[config.mk]
export PLATFORM = sky130hd
export DESIGN_NAME = adau_init_sequencer_flat
export DESIGN_NICKNAME = d
export VERILOG_FILES = /design/src/rtl/adau_init_sequencer_if.sv /design/src/rtl/adau_init_sequencer.sv /design/src/flat_wrapper.sv
export SDC_FILE = /design/constraint.sdc
export NUM_CORES = 1
export LEC_CHECK = 0
export CAP_MARGIN = 20
export CORE_ASPECT_RATIO = 1.5
export CORE_MARGIN = 2
export CORE_UTILIZATION = 30
export CTS_CLUSTER_SIZE = 12
export DETAILED_ROUTE_END_ITERATION = 10
export SLEW_MARGIN = 20
export SYNTH_ARGS = -nofsm -noshare
export SYNTH_HDL_FRONTEND = slang
export SYNTH_SLANG_ARGS = --single-unit
[constraint.sdc]
create_clock -name clk -period 2.1 [get_ports clk]
set_clock_uncertainty 0.15 [all_clocks]
set_input_delay 0.21 -clock clk [delete_from_list [all_inputs] [get_ports clk]]
set_output_delay 0.21 -clock clk [all_outputs]
set_load 0.05 [all_outputs]
[src/rtl/adau_init_sequencer_if.sv]
// Command channel between the init sequencer and the codec control-port master.
// master = sequencer side (drives command), slave = control-port master side.
interface adau_init_sequencer_if;
    logic [23:0] cmd_data;
    logic        cmd_valid;
    logic        cmd_ready;

    modport master (output cmd_data, output cmd_valid, input cmd_ready);
    modport slave  (input cmd_data, input cmd_valid, output cmd_ready);
endinterface

[src/rtl/adau_init_sequencer.sv]
// ADAU codec power-up sequencer: walks a synchronous command ROM and issues
// register writes, timed delays and an END marker, then flags completion.
module adau_init_sequencer #(
    parameter int unsigned ADDR_W     = 6,
    parameter int unsigned DELAY_W    = 24,
    parameter bit          AUTO_START = 1'b1
) (
    input  logic                  clk,
    input  logic                  reset,
    input  logic                  start,
    output logic [ADDR_W-1:0]     rom_addr,
    input  logic [31:0]           rom_data,
    adau_init_sequencer_if.master cmd,
    output logic                  busy,
    output logic                  adau_init_done,
    output logic                  err
);

    typedef enum logic [2:0] {
        S_IDLE,
        S_FETCH,
        S_DECODE,
        S_SEND,
        S_WAIT,
        S_DONE
    } state_t;

    localparam logic [3:0] OP_WRITE = 4'h0;
    localparam logic [3:0] OP_DELAY = 4'h1;
    localparam logic [3:0] OP_END   = 4'hF;

    state_t               state;
    state_t               state_nxt;
    logic [DELAY_W-1:0]   delay_cnt;
    logic [23:0]          cmd_data_q;
    logic                 cmd_valid_q;

    logic [3:0]           opcode;
    logic [DELAY_W-1:0]   delay_n;
    logic                 is_write;
    logic                 is_delay;
    logic                 is_end;
    logic                 delay_zero;
    logic                 last_addr;
    logic                 advance;
    logic                 unused_rom_bits;

    assign opcode          = rom_data[31:28];
    assign delay_n         = rom_data[DELAY_W-1:0];
    assign is_write        = (opcode == OP_WRITE);
    assign is_delay        = (opcode == OP_DELAY);
    assign is_end          = (opcode == OP_END);
    assign delay_zero      = (delay_n == '0);
    assign last_addr       = (rom_addr == '1);
    assign unused_rom_bits = ^rom_data[27:24];

    assign cmd.cmd_data  = cmd_data_q;
    assign cmd.cmd_valid = cmd_valid_q;

    // One-cycle "move past this entry" strobe shared by NOP, DELAY 0, accept and delay expiry.
    always_comb begin
        advance = 1'b0;
        case (state)
            S_DECODE: advance = (is_delay && delay_zero) || (!is_write && !is_delay && !is_end);
            S_SEND:   advance = cmd_valid_q && cmd.cmd_ready;
            S_WAIT:   advance = (delay_cnt == DELAY_W'(1));
            default:  advance = 1'b0;
        endcase
    end

    always_ff @(posedge clk) begin
        if (reset) begin
            state <= AUTO_START ? S_FETCH : S_IDLE;
        end else begin
            state <= state_nxt;
        end
    end

    always_comb begin
        state_nxt = state;
        case (state)
            S_IDLE:   if (start) state_nxt = S_FETCH;
            S_FETCH:  state_nxt = S_DECODE;
            S_DECODE: begin
                if (is_write) begin
                    state_nxt = S_SEND;
                end else if (is_end) begin
                    state_nxt = S_DONE;
                end else if (is_delay && !delay_zero) begin
                    state_nxt = S_WAIT;
                end
            end
            S_DONE:   if (start) state_nxt = S_FETCH;
            default:  state_nxt = state;
        endcase
        if (advance) begin
            state_nxt = last_addr ? S_DONE : S_FETCH;
        end
    end

    always_ff @(posedge clk) begin
        if (reset) begin
            rom_addr       <= '0;
            cmd_data_q     <= '0;
            cmd_valid_q    <= 1'b0;
            adau_init_done <= 1'b0;
            err            <= 1'b0;
            delay_cnt      <= '0;
        end else begin
            case (state)
                S_IDLE: begin
                    if (start) begin
                        rom_addr <= '0;
                        err      <= 1'b0;
                    end
                end
                S_DECODE: begin
                    if (is_write) begin
                        cmd_data_q  <= rom_data[23:0];
                        cmd_valid_q <= 1'b1;
                    end else if (is_end) begin
                        adau_init_done <= 1'b1;
                    end else if (is_delay && !delay_zero) begin
                        delay_cnt <= delay_n;
                    end
                end
                S_SEND: begin
                    if (cmd.cmd_ready) cmd_valid_q <= 1'b0;
                end
                S_WAIT: begin
                    delay_cnt <= delay_cnt - DELAY_W'(1);
                end
                S_DONE: begin
                    if (start) begin
                        adau_init_done <= 1'b0;
                        err            <= 1'b0;
                        rom_addr       <= '0;
                    end
                end
                default: ;
            endcase
            // Running past the last ROM slot is treated as an unterminated sequence.
            if (advance) begin
                if (last_addr) begin
                    adau_init_done <= 1'b1;
                    err            <= 1'b1;
                end else begin
                    rom_addr <= rom_addr + ADDR_W'(1);
                end
            end
        end
    end

    always_comb begin
        busy = !((state == S_IDLE) || (state == S_DONE));
    end

endmodule

[src/flat_wrapper.sv]
// flat-port wrapper written by rule: the top's interface ports become plain ports
module adau_init_sequencer_flat 
#(
    parameter int unsigned ADDR_W     = 6,
    parameter int unsigned DELAY_W    = 24,
    parameter bit          AUTO_START = 1'b1
)
  (clk, reset, start, rom_addr, rom_data, busy, adau_init_done, err, cmd_cmd_data, cmd_cmd_valid, cmd_cmd_ready);
  adau_init_sequencer_if cmd_i ();
  input  logic clk;
  input  logic reset;
  input  logic start;
  output logic [ADDR_W-1:0] rom_addr;
  input  logic [31:0] rom_data;
  output logic busy;
  output logic adau_init_done;
  output logic err;
  output wire logic [$bits(cmd_i.cmd_data)-1:0] cmd_cmd_data;
  output wire logic [$bits(cmd_i.cmd_valid)-1:0] cmd_cmd_valid;
  input wire logic [$bits(cmd_i.cmd_ready)-1:0] cmd_cmd_ready;
  assign cmd_cmd_data = cmd_i.cmd_data;
  assign cmd_cmd_valid = cmd_i.cmd_valid;
  assign cmd_i.cmd_ready = cmd_cmd_ready;
  adau_init_sequencer #(.ADDR_W(ADDR_W), .DELAY_W(DELAY_W), .AUTO_START(AUTO_START)) u_core (.clk(clk), .reset(reset), .start(start), .rom_addr(rom_addr), .rom_data(rom_data), .cmd(cmd_i), .busy(busy), .adau_init_done(adau_init_done), .err(err));
endmodule
==> flow_metrics.py <==
metrics = {
    "outcome": {
        "status": "complete, but fails checks",
        "violations": "design-rule violations",
    },
    "final_layout": {
        "multi_input_area_um2": 1860,
        "drive_above_1_share_pct": 22.7,
        "fillers": 984,
        "antenna_cells": 0,
        "regArea_um2": 1210,
        "fin_nets": 568,
        "final_area_um2": 4760,
        "layout-area-overhead-vs-synth_pct": 55.6,
    },
    "sta": {
        "finalSetupViolCount": 0,
        "period_needed_ns": 2.03,
        "worst_hold_slack_ns": 0.151,
        "hold_viol": 0,
        "fin_ws_ns": 0.0713,
        "min_period_over_period_pct": 96.6,
        "rsz0062_at_grt": "true",
        "final_max_slew_viol_count": 0,
        "slew_headroom_pct": 64.8,
        "max_freq_ghz": 0.493,
        "fin_tns_setup_ns": 0,
        "worst_pin_slew_ns": 0.527,
    },
    "detailed_routing": {
        "drt_first_pass_iters": 7,
        "ant_nets": 0,
        "routed_wl_um": 9590,
        "via_count": 3390,
        "wl_per_cell_um": 14.7,
        "remaining_drc_errors": 1,
        "drtIter0Drc": 112,
        "drt-vias-per-instance": 5.21,
    },
    "clock_tree": {
        "numCtsBuffers": 9,
        "cts_tree": "yes",
        "clk_path_buf_depth": 2,
        "cts.sinks": 60,
        "clock-root-buffer": "clkbuf_16",
        "cts_hold_buf": 0,
        "clk_pin_slew_worst_paths_ns": 0.05,
        "clk_latency_ns": 0.33,
        "cts_htree_levels": 3,
    },
    "grt": {
        "track_usage_pct": 17.7,
        "grt_max_degree": 39,
        "grt_pass1_vias": 3427,
        "grt-ovfl-total": 0,
        "grt_first_pass_wirelength_um": 15700,
        "grt_antenna_before_repair": 0,
    },
    "critical_path": {
        "cp.required_ns": 2.16,
        "critPathMaxFanout": 8,
        "endpoint_kind": "register",
        "arrival_ns": 2.09,
        "reg2reg_depth": 7,
        "rr_endpoint": "u_core.delay_cnt[19]",
        "critPathKind": "input pin to register",
        "path_cells": "clkdlybuf4s50_1 > or4_4 > nor2_4 > buf_4 > and2_1 > a21o_4 > mux2i_1 > a311o_1",
        "critPathSlowestCell": "or4_4",
        "setup.worst_path.start_class": "input pin",
        "r2r-start": "u_core.delay_cnt[12]",
        "r2r_slack_ns": 0.07,
        "crit_start": "rom_data[17]",
        "crit_path_max_incr_delay_ns": 0.55,
    },
    "logic_synthesis": {
        "synthTopCellsByArea": "dfxtp_1, nand2_1, a21oi_1",
        "syn_nets": 442,
        "synth_most_common_cell": "nand2_1",
        "synth_edf_count": 0,
        "synth_flop_cell": "dfxtp_1",
        "syn_inst": 403,
        "synth_top_family_by_area": "simple AND/OR/NAND/NOR gates",
        "synth_simple_gate_area_share_pct": 30.4,
        "netlist.area_leader.share_pct": 39.2,
        "synth_cell_type_count": 59,
        "synth_top_cells_by_count": "nand2_1, dfxtp_1, a21oi_1, nor2_1, nand3_1",
        "ys_seq_area_share_pct": 39.2,
        "synth_seq_cells": 60,
        "async_flop_share_pct": 0,
        "synth.avg_cell_area_um2": 7.59,
        "yosysWarningCount": 0,
        "synthMuxAreaShare_pct": 1.64,
        "synth_compound_area_share_pct": 21.5,
        "synthesis.area_um2": 3060,
        "synth_xor_area_share_pct": 1.14,
        "yosysTopAreaCell": "dfxtp_1",
        "synthAdderAreaFrac_pct": 1.55,
    },
    "flow_run": {
        "maxCapViolations": 0,
    },
    "hold_path": {
        "hp-class": "input pin to register",
        "min_path_cells": 4,
        "min_to": "u_core.delay_cnt[22]",
        "worstHoldStart": "rom_data[22]",
    },
    "place": {
        "dp_slack_ns": -0.443,
        "port_buffers": 65,
        "place_area_um2": 4330,
        "hpwl_um": 7120,
        "gp_congestion": 0.898,
    },
    "die": {
        "ios": 70,
        "core.rowCount": 45,
        "core_um2": 10000,
        "die_width_um": 86.5,
        "initial_core_util_pct": 30.5,
        "fp.dieH_um": 128,
        "die_area_um2": 11000,
    },
    "power": {
        "power_density_nw_per_um2": 781,
        "peakVddDrop_mv": 0.479,
        "cellLeakagePower_nw": 1.82,
        "power_mw": 3.72,
    },
}
## placed cells by master, fill, tap and decap left out, types with 3 or more instances in the layout
| cell | instances |
|---|---|
| dfxtp_2 | 4 |
| buf_4 | 65 |
| nand4b_1 | 3 |
| nor4_2 | 4 |
| nand2_1 | 84 |
| and2_1 | 5 |
| and3_1 | 4 |
| buf_6 | 3 |
| or3_1 | 3 |
| dfxtp_1 | 56 |
| a31oi_1 | 12 |
| nand2b_1 | 3 |
| mux2i_1 | 4 |
| o21ai_0 | 13 |
| nor3_1 | 8 |
| ha_1 | 3 |
| clkdlybuf4s50_1 | 58 |
| clkbuf_16 | 9 |
| inv_1 | 10 |
| a21oi_1 | 49 |
| o211ai_1 | 5 |
| clkbuf_1 | 4 |
| dlymetal6s2s_1 | 4 |
| nor2_1 | 33 |
| nand3_1 | 17 |
| buf_12 | 4 |
## worst max-delay path by stage
| stage | end | slack, ns | cells after the start |
|---|---|---|---|
| 6_report | u_core.rom_addr[3] | 0.07 | 8 |
| 3_5_place_dp | u_core.rom_addr[2] | -0.44 | 7 |
| 2_1_floorplan | u_core.rom_addr[3] | 0.09 | 6 |
| 5_1_grt | u_core.delay_cnt[16] | -0.01 | 7 |
| 4_1_cts | u_core.state[1] | 0.002 | 9 |
| 3_3_place_gp | u_core.rom_addr[2] | -0.40 | 7 |
## what timing repair did
| item | in CTS | in global routing |
|---|---|---|
| setup endpoints to repair | 8 | 34 |
| pin swaps | 3 | 16 |
| resized for setup | 9 | 34 |
| endpoints found under the hold margin | 0 | 0 |
| setup buffers | 1 | 0 |
## logic make-up (layout without fill, tap and decap cells)
group / Yosys count / in the layout
AO/OA/AOI/OAI: 107 / 107
adder cells (fa/ha/maj): 4 / 4
multiplexers: 5 / 5
XOR/XNOR: 4 / 4
flip-flops: 60 / 60
AND/OR/NAND/NOR: 192 / 192
buffers and inverters: 31 / 162
## critical path: cells and delay by family
family                 cells  cell delay, ns
buffers and inverters      2            0.54
AOI/OAI and AO/OA          2            0.46
and+or+nand+nor            3            0.78
muxes                      1            0.10
## sequential cells by signal, summed over array words and instances (netlist names)
register / count
u_core.cmd.cmd_valid: 1
u_core.cmd.cmd_data: 24
u_core.rom_addr: 6
u_core.state: 3
u_core.err: 1
u_core.delay_cnt: 24
u_core.adau_init_done: 1
## final cells by class
| class | instances | area share [%] |
|---|---|---|
| multi-input combinational | 312 | 39.1 |
| clock buffer | 14 | 5.33 |
| sequential | 60 | 25.3 |
| inverter | 10 | 0.788 |
| clock inverter | 2 | 0.210 |
| tap | 117 | 3.07 |
| timing repair buffer | 136 | 26.2 |
## per-layer routing
layer | global-route usage, % | vias to the layer above | part of all wire [%] | routed length (um)
met1 | 20.4 | 1593 | 42 | 4050
li1 | - | 1689 | - | -
met2 | 31.1 | 87 | 51 | 4910
met5 | 0 | - | 0 | 0
met3 | 3.54 | 21 | 3.9 | 375
met4 | 8.18 | 0 | 2.6 | 245
## power breakdown
| group | switching (mW) | total, mW | internal, mW |
|---|---|---|---|
| Sequential | 0.0727 | 1.28 | 1.21 |
| Clock | 0.487 | 1.31 | 0.826 |
| Combinational | 0.609 | 1.13 | 0.517 |
## metrics by stage
| step | util [%] | instances |
|---|---|---|
| after floorplan | - | 403 |
| after global placement | 43.2 | 635 |
| after detailed placement | 43.2 | 635 |
| after CTS | 46.3 | 652 |
| after global routing | 47.5 | 651 |
| final | 47.5 | 651 |
No activity file was read; power rests on OpenSTA's default activity.
